==> src/rtl/mem_pkg.sv <==
// Shared types for the core-to-memory bridge: access sizes, FSM states and
// the size-to-byte-count helper.
package mem_pkg;

  typedef enum logic [1:0] {
    SZ_B = 2'd0,
    SZ_H = 2'd1,
    SZ_W = 2'd2,
    SZ_D = 2'd3
  } mem_size_t;

  typedef enum logic [1:0] {
    S_IDLE = 2'd0,
    S_REQ  = 2'd1,
    S_WAIT = 2'd2,
    S_DONE = 2'd3
  } bridge_state_t;

  function automatic int size_bytes(input mem_size_t sz);
    case (sz)
      SZ_B:    return 1;
      SZ_H:    return 2;
      SZ_W:    return 4;
      default: return 8;
    endcase
  endfunction

endpackage

==> src/rtl/mem_bridge_if.sv <==
// Variable-latency memory bus: request/grant on the way out, rvalid/rdata
// on the way back.
interface mem_bridge_if #(
  parameter int XLEN  = 32,
  parameter int BUS_W = 32
) ();

  logic                 bus_req;
  logic                 bus_we;
  logic [XLEN-1:0]      bus_addr;
  logic [BUS_W/8-1:0]   bus_be;
  logic [BUS_W-1:0]     bus_wdata;
  logic                 bus_gnt;
  logic                 bus_rvalid;
  logic [BUS_W-1:0]     bus_rdata;

  modport master (
    output bus_req, bus_we, bus_addr, bus_be, bus_wdata,
    input  bus_gnt, bus_rvalid, bus_rdata
  );

  modport slave (
    input  bus_req, bus_we, bus_addr, bus_be, bus_wdata,
    output bus_gnt, bus_rvalid, bus_rdata
  );

endinterface

==> src/rtl/mem_align.sv <==
// Byte-lane steering: store byte enables and data shift, and load shift
// with sign/zero extension to the core word width.
module mem_align
  import mem_pkg::*;
#(
  parameter int XLEN  = 32,
  parameter int BUS_W = 32
) (
  input  logic [$clog2(BUS_W/8)-1:0] i_st_lane,
  input  mem_size_t                  i_st_size,
  input  logic [XLEN-1:0]            i_wdata,
  output logic [BUS_W/8-1:0]         o_be,
  output logic [BUS_W-1:0]           o_wdata,
  input  logic [$clog2(BUS_W/8)-1:0] i_ld_lane,
  input  mem_size_t                  i_ld_size,
  input  logic                       i_ld_unsigned,
  input  logic [BUS_W-1:0]           i_rdata,
  output logic [XLEN-1:0]            o_rdata
);

  localparam int BE_W = BUS_W / 8;

  int               w_st_bytes;
  int               w_ld_bytes;
  logic [BUS_W-1:0] w_sh;
  logic             w_sign;

  always_comb begin
    o_be       = '0;
    w_st_bytes = size_bytes(i_st_size);
    for (int i = 0; i < BE_W; i++) begin
      o_be[i] = (i >= int'(i_st_lane)) && (i < int'(i_st_lane) + w_st_bytes);
    end
    o_wdata = BUS_W'(i_wdata) << {i_st_lane, 3'b000};
  end

  // The sign bit is the top bit of the accessed field after shifting it to lane 0.
  always_comb begin
    o_rdata    = '0;
    w_sign     = 1'b0;
    w_ld_bytes = size_bytes(i_ld_size);
    w_sh       = i_rdata >> {i_ld_lane, 3'b000};
    for (int i = 0; i < BUS_W; i++) begin
      if (i == 8 * w_ld_bytes - 1) w_sign = w_sh[i];
    end
    for (int i = 0; i < XLEN; i++) begin
      o_rdata[i] = (i < 8 * w_ld_bytes) ? w_sh[i] : (w_sign & ~i_ld_unsigned);
    end
  end

endmodule

==> src/rtl/mem_bridge.sv <==
// Core-to-bus memory bridge: request/grant/response FSM with alignment
// checks, response timeout and registered core/bus outputs.
module mem_bridge
  import mem_pkg::*;
#(
  parameter int XLEN    = 32,
  parameter int BUS_W   = 32,
  parameter int TIMEOUT = 255
) (
  input  logic                clk,
  input  logic                rst,
  input  logic                core_rden,
  input  logic                core_wren,
  input  logic [XLEN-1:0]     core_addr,
  input  mem_size_t           core_size,
  input  logic                core_unsigned,
  input  logic [XLEN-1:0]     core_wdata,
  output logic                core_busy,
  output logic                core_done,
  output logic                core_fault,
  output logic [XLEN-1:0]     core_rdata,
  mem_bridge_if.master        bus
);

  localparam int BE_W   = BUS_W / 8;
  localparam int LANE_W = $clog2(BE_W);
  localparam int CNT_W  = (TIMEOUT > 0) ? $clog2(TIMEOUT + 1) : 1;
  localparam logic [XLEN-1:0] ADDR_MASK = ~XLEN'(BE_W - 1);

  bridge_state_t    r_state, w_next;
  logic [CNT_W-1:0] r_cnt, w_cnt_nx;
  logic             w_fault_nx;

  logic [LANE_W-1:0] r_lane;
  mem_size_t         r_size;
  logic              r_unsigned;

  logic              r_busy, r_done, r_fault;
  logic [XLEN-1:0]   r_rdata;
  logic              r_req, r_we;
  logic [XLEN-1:0]   r_addr;
  logic [BE_W-1:0]   r_be;
  logic [BUS_W-1:0]  r_wdata;

  logic [BE_W-1:0]   w_st_be;
  logic [BUS_W-1:0]  w_st_wdata;
  logic [XLEN-1:0]   w_ld_data;
  logic [2:0]        w_amask;
  logic              w_bad;
  logic              w_tmo;

  mem_align #(.XLEN(XLEN), .BUS_W(BUS_W)) u_align (
    .i_st_lane     (core_addr[LANE_W-1:0]),
    .i_st_size     (core_size),
    .i_wdata       (core_wdata),
    .o_be          (w_st_be),
    .o_wdata       (w_st_wdata),
    .i_ld_lane     (r_lane),
    .i_ld_size     (r_size),
    .i_ld_unsigned (r_unsigned),
    .i_rdata       (bus.bus_rdata),
    .o_rdata       (w_ld_data)
  );

  assign w_amask = 3'(size_bytes(core_size) - 1);
  assign w_bad   = (core_rden & core_wren)
                 | (|(core_addr[2:0] & w_amask))
                 | ((core_size == SZ_D) && (XLEN == 32));
  // Fault once the count would reach TIMEOUT with still no response.
  assign w_tmo   = (TIMEOUT != 0) && (r_cnt == CNT_W'(TIMEOUT - 1));

  always_comb begin
    w_next     = r_state;
    w_cnt_nx   = r_cnt;
    w_fault_nx = 1'b0;
    case (r_state)
      S_IDLE: begin
        if (core_rden | core_wren) begin
          if (w_bad) begin
            w_next     = S_DONE;
            w_fault_nx = 1'b1;
          end else begin
            w_next = S_REQ;
          end
        end
      end
      S_REQ: begin
        if (bus.bus_gnt) begin
          w_next   = S_WAIT;
          w_cnt_nx = '0;
        end
      end
      S_WAIT: begin
        if (bus.bus_rvalid) begin
          w_next = S_DONE;
        end else if (w_tmo) begin
          w_next     = S_DONE;
          w_fault_nx = 1'b1;
          w_cnt_nx   = r_cnt + 1'b1;
        end else begin
          w_cnt_nx = r_cnt + 1'b1;
        end
      end
      default: w_next = S_IDLE;
    endcase
  end

  always_ff @(posedge clk or negedge rst) begin
    if (!rst) begin
      r_state    <= S_IDLE;
      r_cnt      <= '0;
      r_lane     <= '0;
      r_size     <= SZ_B;
      r_unsigned <= 1'b0;
      r_busy     <= 1'b0;
      r_done     <= 1'b0;
      r_fault    <= 1'b0;
      r_rdata    <= '0;
      r_req      <= 1'b0;
      r_we       <= 1'b0;
      r_addr     <= '0;
      r_be       <= '0;
      r_wdata    <= '0;
    end else begin
      r_state <= w_next;
      r_cnt   <= w_cnt_nx;
      r_busy  <= (w_next != S_IDLE);
      r_done  <= (w_next == S_DONE);
      r_fault <= w_fault_nx;
      if (r_state == S_IDLE && w_next == S_REQ) begin
        r_lane     <= core_addr[LANE_W-1:0];
        r_size     <= core_size;
        r_unsigned <= core_unsigned;
        r_req      <= 1'b1;
        r_we       <= core_wren;
        r_addr     <= core_addr & ADDR_MASK;
        r_be       <= w_st_be;
        r_wdata    <= core_wren ? w_st_wdata : '0;
      end
      if (r_state == S_REQ && bus.bus_gnt) begin
        r_req   <= 1'b0;
        r_addr  <= '0;
        r_be    <= '0;
        r_wdata <= '0;
      end
      if (r_state == S_WAIT && bus.bus_rvalid && !r_we) begin
        r_rdata <= w_ld_data;
      end
    end
  end

  assign core_busy     = r_busy;
  assign core_done     = r_done;
  assign core_fault    = r_fault;
  assign core_rdata    = r_rdata;
  assign bus.bus_req   = r_req;
  assign bus.bus_we    = r_we & r_req;
  assign bus.bus_addr  = r_addr;
  assign bus.bus_be    = r_be;
  assign bus.bus_wdata = r_wdata;

endmodule

==> src/flat_wrapper.sv <==
// flat-port wrapper written by rule: the top's interface ports become plain ports
module mem_bridge_flat import mem_pkg::*;
#(
  parameter int XLEN    = 32,
  parameter int BUS_W   = 32,
  parameter int TIMEOUT = 255
)
  (clk, rst, core_rden, core_wren, core_addr, core_size, core_unsigned, core_wdata, core_busy, core_done, core_fault, core_rdata, bus_bus_req, bus_bus_we, bus_bus_addr, bus_bus_be, bus_bus_wdata, bus_bus_gnt, bus_bus_rvalid, bus_bus_rdata);
  mem_bridge_if #(.XLEN(XLEN), .BUS_W(BUS_W)) bus_i ();
  input  logic clk;
  input  logic rst;
  input  logic core_rden;
  input  logic core_wren;
  input  logic [XLEN-1:0] core_addr;
  input  mem_size_t core_size;
  input  logic core_unsigned;
  input  logic [XLEN-1:0] core_wdata;
  output logic core_busy;
  output logic core_done;
  output logic core_fault;
  output logic [XLEN-1:0] core_rdata;
  output wire logic [$bits(bus_i.bus_req)-1:0] bus_bus_req;
  output wire logic [$bits(bus_i.bus_we)-1:0] bus_bus_we;
  output wire logic [$bits(bus_i.bus_addr)-1:0] bus_bus_addr;
  output wire logic [$bits(bus_i.bus_be)-1:0] bus_bus_be;
  output wire logic [$bits(bus_i.bus_wdata)-1:0] bus_bus_wdata;
  input wire logic [$bits(bus_i.bus_gnt)-1:0] bus_bus_gnt;
  input wire logic [$bits(bus_i.bus_rvalid)-1:0] bus_bus_rvalid;
  input wire logic [$bits(bus_i.bus_rdata)-1:0] bus_bus_rdata;
  assign bus_bus_req = bus_i.bus_req;
  assign bus_bus_we = bus_i.bus_we;
  assign bus_bus_addr = bus_i.bus_addr;
  assign bus_bus_be = bus_i.bus_be;
  assign bus_bus_wdata = bus_i.bus_wdata;
  assign bus_i.bus_gnt = bus_bus_gnt;
  assign bus_i.bus_rvalid = bus_bus_rvalid;
  assign bus_i.bus_rdata = bus_bus_rdata;
  mem_bridge #(.XLEN(XLEN), .BUS_W(BUS_W), .TIMEOUT(TIMEOUT)) u_core (.clk(clk), .rst(rst), .core_rden(core_rden), .core_wren(core_wren), .core_addr(core_addr), .core_size(core_size), .core_unsigned(core_unsigned), .core_wdata(core_wdata), .core_busy(core_busy), .core_done(core_done), .core_fault(core_fault), .core_rdata(core_rdata), .bus(bus_i));
endmodule
==> config.mk <==
export PLATFORM = sky130hd
export DESIGN_NAME = mem_bridge_flat
export DESIGN_NICKNAME = d
export VERILOG_FILES = /design/src/rtl/mem_pkg.sv /design/src/rtl/mem_bridge_if.sv /design/src/rtl/mem_align.sv /design/src/rtl/mem_bridge.sv /design/src/flat_wrapper.sv
export SDC_FILE = /design/constraint.sdc
export NUM_CORES = 1
export LEC_CHECK = 0
export CAP_MARGIN = 20
export CORE_ASPECT_RATIO = 0.5
export CORE_UTILIZATION = 45
export DETAILED_ROUTE_END_ITERATION = 10
export PLACE_DENSITY = 0.86
export RECOVER_POWER = 50
export SLEW_MARGIN = 30
export SYNTH_ARGS = -nofsm -noshare
export SYNTH_HDL_FRONTEND = slang
export SYNTH_SLANG_ARGS = --single-unit
==> constraint.sdc <==
create_clock -name clk -period 1.9 [get_ports clk]
set_input_delay 0.38 -clock clk [delete_from_list [all_inputs] [get_ports clk]]
set_output_delay 0.38 -clock clk [all_outputs]
set_load 0.02 [all_outputs]
### Word level (Yosys, flattened, before mapping)

Cells that the tools add are included.

| storage, ports and cells | value |
|---|---|
| logic and storage cells | 216 |
| output and inout port bits | 105 |
| input port bits | 105 |
| flip-flop bits (word level) | 120 |

| operators by class | value |
|---|---|
| shifts and indexed selects | 2 |
| equal/unequal tests | 43 |
| $add $sub $neg | 4 |
| bitwise gates (word level) | 8 |
| reduce and logical (&&, ||, !) cells | 17 |
| multiplexer cells | 89 |
| $lt $le $gt $ge | 39 |

Operators by type and width:

| operator | number |
|---|---|
| $eq A6 B32 Y1 const A | 16 |
| $lt A6 B32 Y1 const A | 16 |
| $eq A5 B32 Y1 const A | 8 |
| $lt A5 B32 Y1 const A | 8 |
| $mux W32 | 5 |
| $eq A4 B32 Y1 const A | 4 |
| $lt A3 B32 Y1 const A | 4 |
| $lt A4 B32 Y1 const A | 4 |
| $mux W1 | 70 |
| $eq A3 B32 Y1 const A | 2 |
| $lt A1 B32 Y1 const A | 2 |
| $lt A2 B32 Y1 const A | 2 |
| $eq A2 B32 Y1 const A | 1 |
| $logic_not A32 Y1 | 1 |
| $shl A32 B5 Y32 | 1 |
| $shr A32 B5 Y32 | 1 |
| $sub A32 B2 Y32 const B | 1 |
| $pmux W4 S3 | 2 |
| $mux W8 | 2 |
| $pmux W8 S2 | 1 |
| $eq A2 B2 Y1 const B | 5 |
| $mux W2 | 5 |
| $add A8 B1 Y8 const B | 1 |
| $eq A2 B1 Y1 const B | 4 |
| other kinds (19) | 36 |

### Depth between registers and ports, before layout

Gate-level depths: netlist (run 1).

| logic depth | value |
|---|---|
| word-level depth | 38 |
| gate-level depth with buffers | 8 |
| mapped depth without buffers | 8 |

### By module

A second synthesis (run 1) with hierarchy kept.

| second synthesis, totals | value |
|---|---|
| cell total of the unflattened synthesis | 599 |
| area total of the unflattened synthesis | 6085.8 um^2 |

Modules (own cells, without submodules):

| module | instances | cells an instance | area an instance (um^2) | sequential area each (um^2) |
|---|---|---|---|---|
| mem_bridge | 1 | 391 | 4654.5 | 2952.8 |
| mem_align | 1 | 208 | 1431.4 | 0.0 |

### Worst setup path after synthesis (run 1)

Ideal clock, no wire load.

| path | value |
|---|---|
| kind | input to register |
| start point | input core_size[1] |
| end point | register u_core.r_be[2] (netlist: u_core.bus.bus_be[2]) |
| required time | 1764 ps |
| arrival time | 1667 ps |
| slack | 97 ps |
| stages on the path | 8 |
| library setup time | 136 ps |
| buffers on the path | 0 |
| cell sequence | nor2_1 ha_1 inv_1 fa_1 nor4b_1 a21oi_1 o21ai_0 o21ai_0 |

| between the ends | value |
|---|---|
| word-level cells in the longest chain between the ends | 13 |
| elaborated cells between the ends (all ways) | 21 |
| classes of those cells | add/sub (2); order compare (1); eq/ne (4); mux (6); bitwise (3); reduce/logical (5) |

RTL lines:

| what | line | RTL |
|---|---|---|
| start, declared | flat_wrapper.sv:15 | `input mem_size_t core_size;` |
| $eq A2 B2 Y1 (tied with other cells) | mem_pkg.sv:20 | `case (sz)` |
| $pmux W4 S3 | mem_pkg.sv:20 |  |
| $sub A3 B1 Y3 | mem_bridge.sv:65 | `assign w_amask = 3'(size_bytes(core_size) - 1);` |
| $and A3 B3 Y3 | mem_bridge.sv:67 | `\| (\|(core_addr[2:0] & w_amask))` |
| $reduce_or A3 Y1 | mem_bridge.sv:67 |  |
| $or A1 B1 Y1 | mem_bridge.sv:67 |  |
| $or A1 B1 Y1 | mem_bridge.sv:68 | `\| ((core_size == SZ_D) && (XLEN == 32));` |
| $mux W2 | mem_bridge.sv:79 | `if (w_bad) begin` |
| $mux W2 | mem_bridge.sv:78 | `if (core_rden \| core_wren) begin` |
| $pmux W2 S3 | mem_bridge.sv:76 | `case (r_state)` |
| $eq A2 B1 Y1 | mem_bridge.sv:130 | `if (r_state == S_IDLE && w_next == S_REQ) begin` |
| $logic_and A1 B1 Y1 | mem_bridge.sv:130 |  |
| $reduce_bool A2 Y1 (no line) | -- |  |
| end signal, assigned | mem_bridge.sv:137 | `r_be <= w_st_be;` |
| end, declared | mem_bridge.sv:42 | `logic [BE_W-1:0] r_be;` |

Several ways; a longest one is shown, not always the timed one. The select of a mux whose other input is x is not followed.
A chain may end at the register's enable or synchronous reset.

### Final worst setup path (run 1)

| path | value |
|---|---|
| start point | register u_core.r_be[3] (netlist: u_core.bus.bus_be[3]) |
| end point | output bus_bus_be[3] |

RTL lines:

| what | line | RTL |
|---|---|---|
| end, declared | flat_wrapper.sv:25 | `output wire logic [$bits(bus_i.bus_be)-1:0] bus_bus_be;` |

No word-level cell between the ends.

==> impl_metrics.py, run 1 <==
metrics = {
    "placement": {
        "gp_congestion": 0.920,
        "place_inst": 966,
        "hpwl_um": 12500,
        "port_buffers": 207,
    },
    "detailed_routing": {
        "via_per_inst": 5.48,
        "dr.pass1.iters": 5,
        "drcViolationCount": 0,
        "wl_per_cell_um": 17.8,
        "ant_nets": 0,
        "dr_total_vias": 5489,
        "drtIter0Drc": 434,
        "routed_wirelength_um": 17800,
    },
    "layout": {
        "area_growth_pct": 53.2,
        "nets": 930,
        "post-route-util_pct": 70.7,
        "final_layout_size_suffix_gt1_share_pct": 12.0,
        "mostFrequentLayoutCell": "clkdlybuf4s50_1",
        "finalNonFillerCells": 1002,
        "antenna_cells": 0,
        "final_cell_mix": "200 x clkdlybuf4s50_1, 138 x nand2_1, 118 x dfrtp_1, 42 x mux2i_1, 38 x nand3_1",
    },
    "clock_tree": {
        "clk_pin_slew_worst_paths_ns": 0.06,
        "cts_root_buf": "clkbuf_16",
        "tritoncts.num_buffers": 17,
        "cts.path.max_buffers": 2,
        "h-tree-depth": 4,
        "clkSinkCount": 118,
        "cts_tree": "built",
        "clk_latency_ns": 0.42,
    },
    "floorplan": {
        "die-height_um": 82.7,
        "initial_utilization_pct": 46.2,
        "fp.dieW_um": 163,
        "die-area_um2": 13500,
        "ios": 210,
        "rows": 29,
        "fp.coreArea_um2": 12700,
    },
    "setup_path": {
        "r2r_start": "u_core.r_state[1]",
        "cp-startpoint": "u_core.bus.bus_be[3]",
        "critPathKind": "flip-flop to primary output",
        "crit_chain": "clkdlybuf4s50_1",
        "cpPeakStageDelay_ns": 0.66,
        "cp.arrival_ns": 1.46,
        "start_kind": "flip-flop",
        "critical_path.max_fanout": 2,
        "crit_family": "buffers and inverters",
        "worst-path-buf-inv": 1,
        "critPathSlowestCell": "clkdlybuf4s50_1",
        "crit_required_ns": 1.52,
        "end_kind": "primary output",
    },
    "status": {
        "status": "completed",
    },
    "pwr": {
        "clkPwrFrac_pct": 24.1,
        "pwr-share-comb_pct": 44.8,
        "p_seq_share_pct": 31.1,
        "p_int_mw": 8.20,
        "fin_total_pwr_mw": 13.2,
        "ir_worst_vdd_uv": 953,
        "switchingPower_mw": 4.96,
        "switching_share_pct": 37.7,
        "p_leak_nw": 4.10,
        "p_per_area_nw_per_um2": 1460,
    },
    "global_route": {
        "grt_max_degree": 62,
        "grt_usage_pct": 26.3,
        "antenna_found_initial": 0,
        "grt_pass1_vias": 5287,
        "grt_pass1_wl_um": 27200,
        "grt_overflow_total": 0,
    },
    "logic_synthesis": {
        "syn_avg_cell_area_um2": 10.0,
        "synth_ff_type": "dfrtp_1",
        "ys.warnings.count": 0,
        "synth_edf_count": 0,
        "synth_seq_cells": 118,
        "async_flop_share_pct": 100,
        "yosysUniqueCellTypes": 58,
        "synthCells": 585,
        "netlist_area_um2": 5860,
        "yosysSeqAreaShare_pct": 50.4,
    },
    "timing": {
        "tightest_slew_ns": 0.965,
        "hold_viol_final": 0,
        "setup_tns_ns": 0,
        "rsz0062_at_grt": "false",
        "max-slew-margin-rel_pct": 35.6,
        "finalMaxSlewViolations": 0,
        "fmax_ghz": 0.544,
        "min_period_over_period_pct": 96.7,
        "fin_crit_ns": 1.84,
        "setup_viol": 0,
        "final.setup_skew_ns": 0.0120,
    },
    "hold_path": {
        "hp-class": "input port to flip-flop",
        "hp-start": "core_addr[0]",
    },
    "run": {
        "cap_violations": 0,
    },
}
-- through the flow --
step | instance area, µm² | hold WS [ns] | setup slack, ns
6_report | 8980 | 0.402 | 0.0619
5_1_grt | 8980 | 0.428 | 0.0193
4_1_cts | 8990 | 0.372 | -0.0422
3_5_place_dp | 8380 | 0.267 | -0.578
3_3_place_gp | 8380 | 0.260 | -0.443
2_1_floorplan | 5870 | 0.0844 | 0.0965
-- flip-flops by register name, indices dropped and copies added (netlist names), 2 cells and up --
register / cells
u_core.bus.bus_addr: 30
u_core.r_cnt: 8
u_core.r_lane: 2
u_core.bus.bus_wdata: 32
u_core.r_state: 2
u_core.r_size: 2
u_core.bus.bus_be: 4
u_core.core_rdata: 32
-- synth_stat cells (4+ instances only) --
library cell	count	area share, %
a32o_1	8	1.4
buf_4	9	1.2
a22o_1	16	2.4
o2bb2ai_1	15	2.2
nor2_1	32	2.0
buf_2	20	1.7
mux2i_1	42	7.2
inv_1	9	0.58
nand3_1	38	3.2
a221o_1	8	1.4
o211ai_1	7	0.90
nand2_1	138	8.8
a21oi_1	11	0.94
ha_1	5	1.1
o21ai_0	14	1.2
nor2b_1	8	0.85
o22a_1	8	1.2
xor2_1	4	0.60
dfrtp_1	118	50
a211oi_1	4	0.51
mux2_2	8	1.5
clkbuf_1	11	0.70
-- routing by layer --
layer / share of wire (%) / vias up / global-route usage (%)
met4: 2.4 / 0 / 11.7
met3: 5.5 / 40 / 5.74
met5: 0 / - / 0
met2: 50 / 211 / 46.1
met1: 42 / 2705 / 31.8
li1: - / 2533 / -
-- cell families (layout without fill, tap and decap cells) --
family | count (synthesis) | in the layout | synth area share, %
and+or+nand+nor | 238 | 238 | 18.5
adders and majority gates | 6 | 6 | 1.41
other | 2 | 4 | 0.128
DFF | 118 | 118 | 50.4
AOI/OAI and AO/OA | 110 | 110 | 15.3
muxes | 50 | 50 | 8.70
xor gates and xnor gates | 7 | 7 | 1.05
buffers and inverters | 54 | 299 | 4.59
-- final cells by class --
cell class                      count  area [µm²]
Clock buffer                       18         439
Timing Repair Buffer              257        2520
Tap cell                          170         213
Fill cell                         887        3710
Inverter                           10        37.5
Multi-Input combinational cell    415        2670
Sequential cell                   118        2950
Clock inverter                     14         151
-- power by group through the flow --
stage	logic, mW	registers [mW]	clock network [mW]
final	5.89	4.10	3.17
after global routing	6.31	4.21	3.33
after CTS	5.94	4.08	3.19
after detailed placement	5.88	4.11	0
after global placement	5.74	4.08	0
after floorplan	2.30	4.93	0
-- path summary, 6_finish.rpt --
path,endpoint,slack [ns],depth (start not counted)
max,bus_bus_be[3],0.06,1
min,u_core.r_lane[0],0.40,4
max reg2reg,u_core.core_rdata[1],0.14,5
min reg2reg,u_core.core_rdata[2],0.48,2
max in group asynchronous,u_core.core_rdata[12],0.33,3
min in group asynchronous,u_core.bus.bus_wdata[5],0.63,2
-- what timing repair did --
item / 4_1_cts / 5_1_grt
hold buffers: 1 / 0
resized for setup: 3 / 7
hold endpoints to repair: 14 / 0
buffers inserted: 0 / 3
pin swaps: 0 / 5
setup endpoints to repair: 3 / 3
Power figures use the tool's default switching activity.
==> run 2, diff against run 1 <==
--- a/config.mk
+++ b/config.mk
@@ -8,10 +8,12 @@
 export CAP_MARGIN = 20
 export CORE_ASPECT_RATIO = 0.5
 export CORE_UTILIZATION = 45
+export CTS_CLUSTER_DIAMETER = 100
 export DETAILED_ROUTE_END_ITERATION = 10
-export PLACE_DENSITY = 0.86
+export PLACE_DENSITY = 0.82
 export RECOVER_POWER = 50
 export SLEW_MARGIN = 30
 export SYNTH_ARGS = -nofsm -noshare
 export SYNTH_HDL_FRONTEND = slang
 export SYNTH_SLANG_ARGS = --single-unit
+export TNS_END_PERCENT = 1
==> run 2 against run 1 <==
  * Sequential cell count stayed put
  * Critical path depth stayed put
  * Critical endpoint is now bus_bus_req
  * Critical path type unchanged
  * Sequential power hardly changed
  * Final cell count stayed put
  * Sequential share of layout area is 0.15 points higher
  * Total power hardly changed
  * Wire length is 0.35% lower
==> impl_metrics.py, run 2 (synthesis results as in run 1) <==
metrics = {
    "setup_path": {
        "crit_chain": "clkdlybuf4s50_1",
        "crit_family": "buffers and inverters",
        "start_kind": "flip-flop",
        "crit_required_ns": 1.52,
        "r2r_start": "u_core.r_state[0]",
        "critPathKind": "flip-flop to primary output",
        "end_kind": "primary output",
        "critical_path.max_fanout": 3,
        "cpPeakStageDelay_ns": 0.66,
        "worst-path-buf-inv": 1,
        "r2r_cells": 4,
        "cp.arrival_ns": 1.45,
        "r2r-end": "u_core.bus.bus_wdata[1]",
        "critPathSlowestCell": "clkdlybuf4s50_1",
        "r2r_setup_slack_ns": 0.12,
    },
    "floorplan": {
        "die-area_um2": 13500,
        "die-height_um": 82.7,
        "fp.dieW_um": 163,
        "initial_utilization_pct": 46.2,
        "rows": 29,
        "fp.coreArea_um2": 12700,
        "ios": 210,
    },
    "layout": {
        "area_growth_pct": 52.5,
        "nets": 930,
        "finalNonFillerCells": 1002,
        "mostFrequentLayoutCell": "clkdlybuf4s50_1",
        "multiInputGateArea_um2": 2680,
        "fillers": 960,
        "final_cell_mix": "201 x clkdlybuf4s50_1, 138 x nand2_1, 118 x dfrtp_1, 42 x mux2i_1, 38 x nand3_1",
        "final_layout_size_suffix_gt1_share_pct": 12.1,
        "antenna_cells": 0,
        "register_area_um2": 2950,
    },
    "placement": {
        "gp_congestion": 0.893,
        "hpwl_um": 12600,
        "place_inst": 969,
        "port_buffers": 207,
    },
    "hold_path": {
        "hp-class": "input port to flip-flop",
        "min_path_cells": 3,
        "holdPathEnd": "u_core.bus.bus_be[0]",
        "hp-start": "core_addr[0]",
    },
    "clock_tree": {
        "clk_latency_ns": 0.42,
        "cts_root_buf": "clkbuf_16",
        "clk_pin_slew_worst_paths_ns": 0.05,
        "clkSinkCount": 118,
        "cts_tree": "built",
        "h-tree-depth": 4,
        "tritoncts.num_buffers": 17,
        "cts.path.max_buffers": 2,
    },
    "detailed_routing": {
        "dr.pass1.iters": 5,
        "wl_per_cell_um": 17.7,
        "via_per_inst": 5.49,
        "routed_wirelength_um": 17800,
        "ant_nets": 0,
        "drcViolationCount": 0,
        "dr_total_vias": 5498,
        "drtIter0Drc": 434,
    },
    "run": {
        "cap_violations": 0,
    },
    "global_route": {
        "antenna_found_initial": 0,
        "grt_overflow_total": 0,
        "grt_pass1_vias": 5306,
        "grt_pass1_wl_um": 26900,
        "grt_usage_pct": 26.1,
        "grt_max_degree": 40,
    },
    "timing": {
        "fin_crit_ns": 1.83,
        "setup_viol": 0,
        "min_period_over_period_pct": 96.4,
        "fmax_ghz": 0.546,
        "finalMaxSlewViolations": 0,
        "max-slew-margin-rel_pct": 56.8,
        "final.setup_skew_ns": 0.00907,
        "tightest_slew_ns": 0.648,
        "hold_viol_final": 0,
        "setup_tns_ns": 0,
    },
    "pwr": {
        "p_leak_nw": 4.08,
        "ir_worst_vdd_uv": 1060,
        "p_per_area_nw_per_um2": 1470,
    },
    "status": {
        "status": "completed",
    },
}
[run 2: cell types whose count changed in the layout (fill, tap and decap cells not counted), moves of 2 or more]
| cell | previous run | this run |
|---|---|---|
| buf_12 | 7 | 4 |
| buf_6 | 2 | 0 |
| clkbuf_2 | 1 | 3 |
| clkbuf_4 | 0 | 4 |
| clkinv_4 | 5 | 3 |
| inv_6 | 2 | 0 |
[run 2: how the worst max path moves through the flow]
stage | end | depth (start not counted) | slack (ns) | start
detailed placement | u_core.bus.bus_be[2] | 9 | -0.57 | core_size[1]
CTS | u_core.bus.bus_be[2] | 9 | -0.06 | core_size[1]
global route | u_core.core_rdata[27] | 3 | -0.01 | u_core.r_state[0]
global placement | u_core.bus.bus_be[2] | 9 | -0.44 | core_size[1]
finish | bus_bus_req | 1 | 0.07 | u_core.bus.bus_req
floorplan | u_core.bus.bus_be[2] | 8 | 0.1 | core_size[1]
[run 2: repair_timing]
item,in CTS,in global routing
hold endpoints to repair,24,0
setup buffers,0,0
gates resized for setup,3,8
pin swaps,2,5
endpoints found under the setup margin,4,9
hold buffers,1,0
[run 2: final cells by class]
| type | count | share of cell area (%) |
|---|---|---|
| clock inverters | 12 | 1.44 |
| clock buffers | 20 | 5.11 |
| inverters | 10 | 0.420 |
| repair buffers | 257 | 27.7 |
| flip-flops and latches | 118 | 33.0 |
| multi-input cells | 415 | 29.9 |
| well taps | 170 | 2.38 |
[run 2: routing by layer]
layer  wire (µm)  global-route usage (%)  vias to the layer above
li1            -                       -                     2534
met3        1050                    5.49                       31
met4         354                    10.7                        0
met5           0                       0                        -
met2        8970                    46.3                      197
met1        7390                    31.6                     2736
[run 2: through the flow]
stage,setup WS (ns),hold WS [ns],util [%],power [mW],instance area [µm²]
global placement,-0.439,0.319,66.0,9.85,8380
finish,0.0677,0.364,70.4,13.2,8940
CTS,-0.0624,0.365,70.8,13.2,8990
global route,-0.0106,0.391,70.4,13.8,8940
detailed placement,-0.569,0.324,66.0,10.0,8380
floorplan,0.0965,0.0844,-,7.24,5870
[run 2: report_power, final]
group	switching [mW]	leakage, nW	internal [mW]
registers	0.682	1.53	3.42
clock network	1.17	0.282	1.99
logic	3.07	2.27	2.83
total	4.91	4.08	8.24
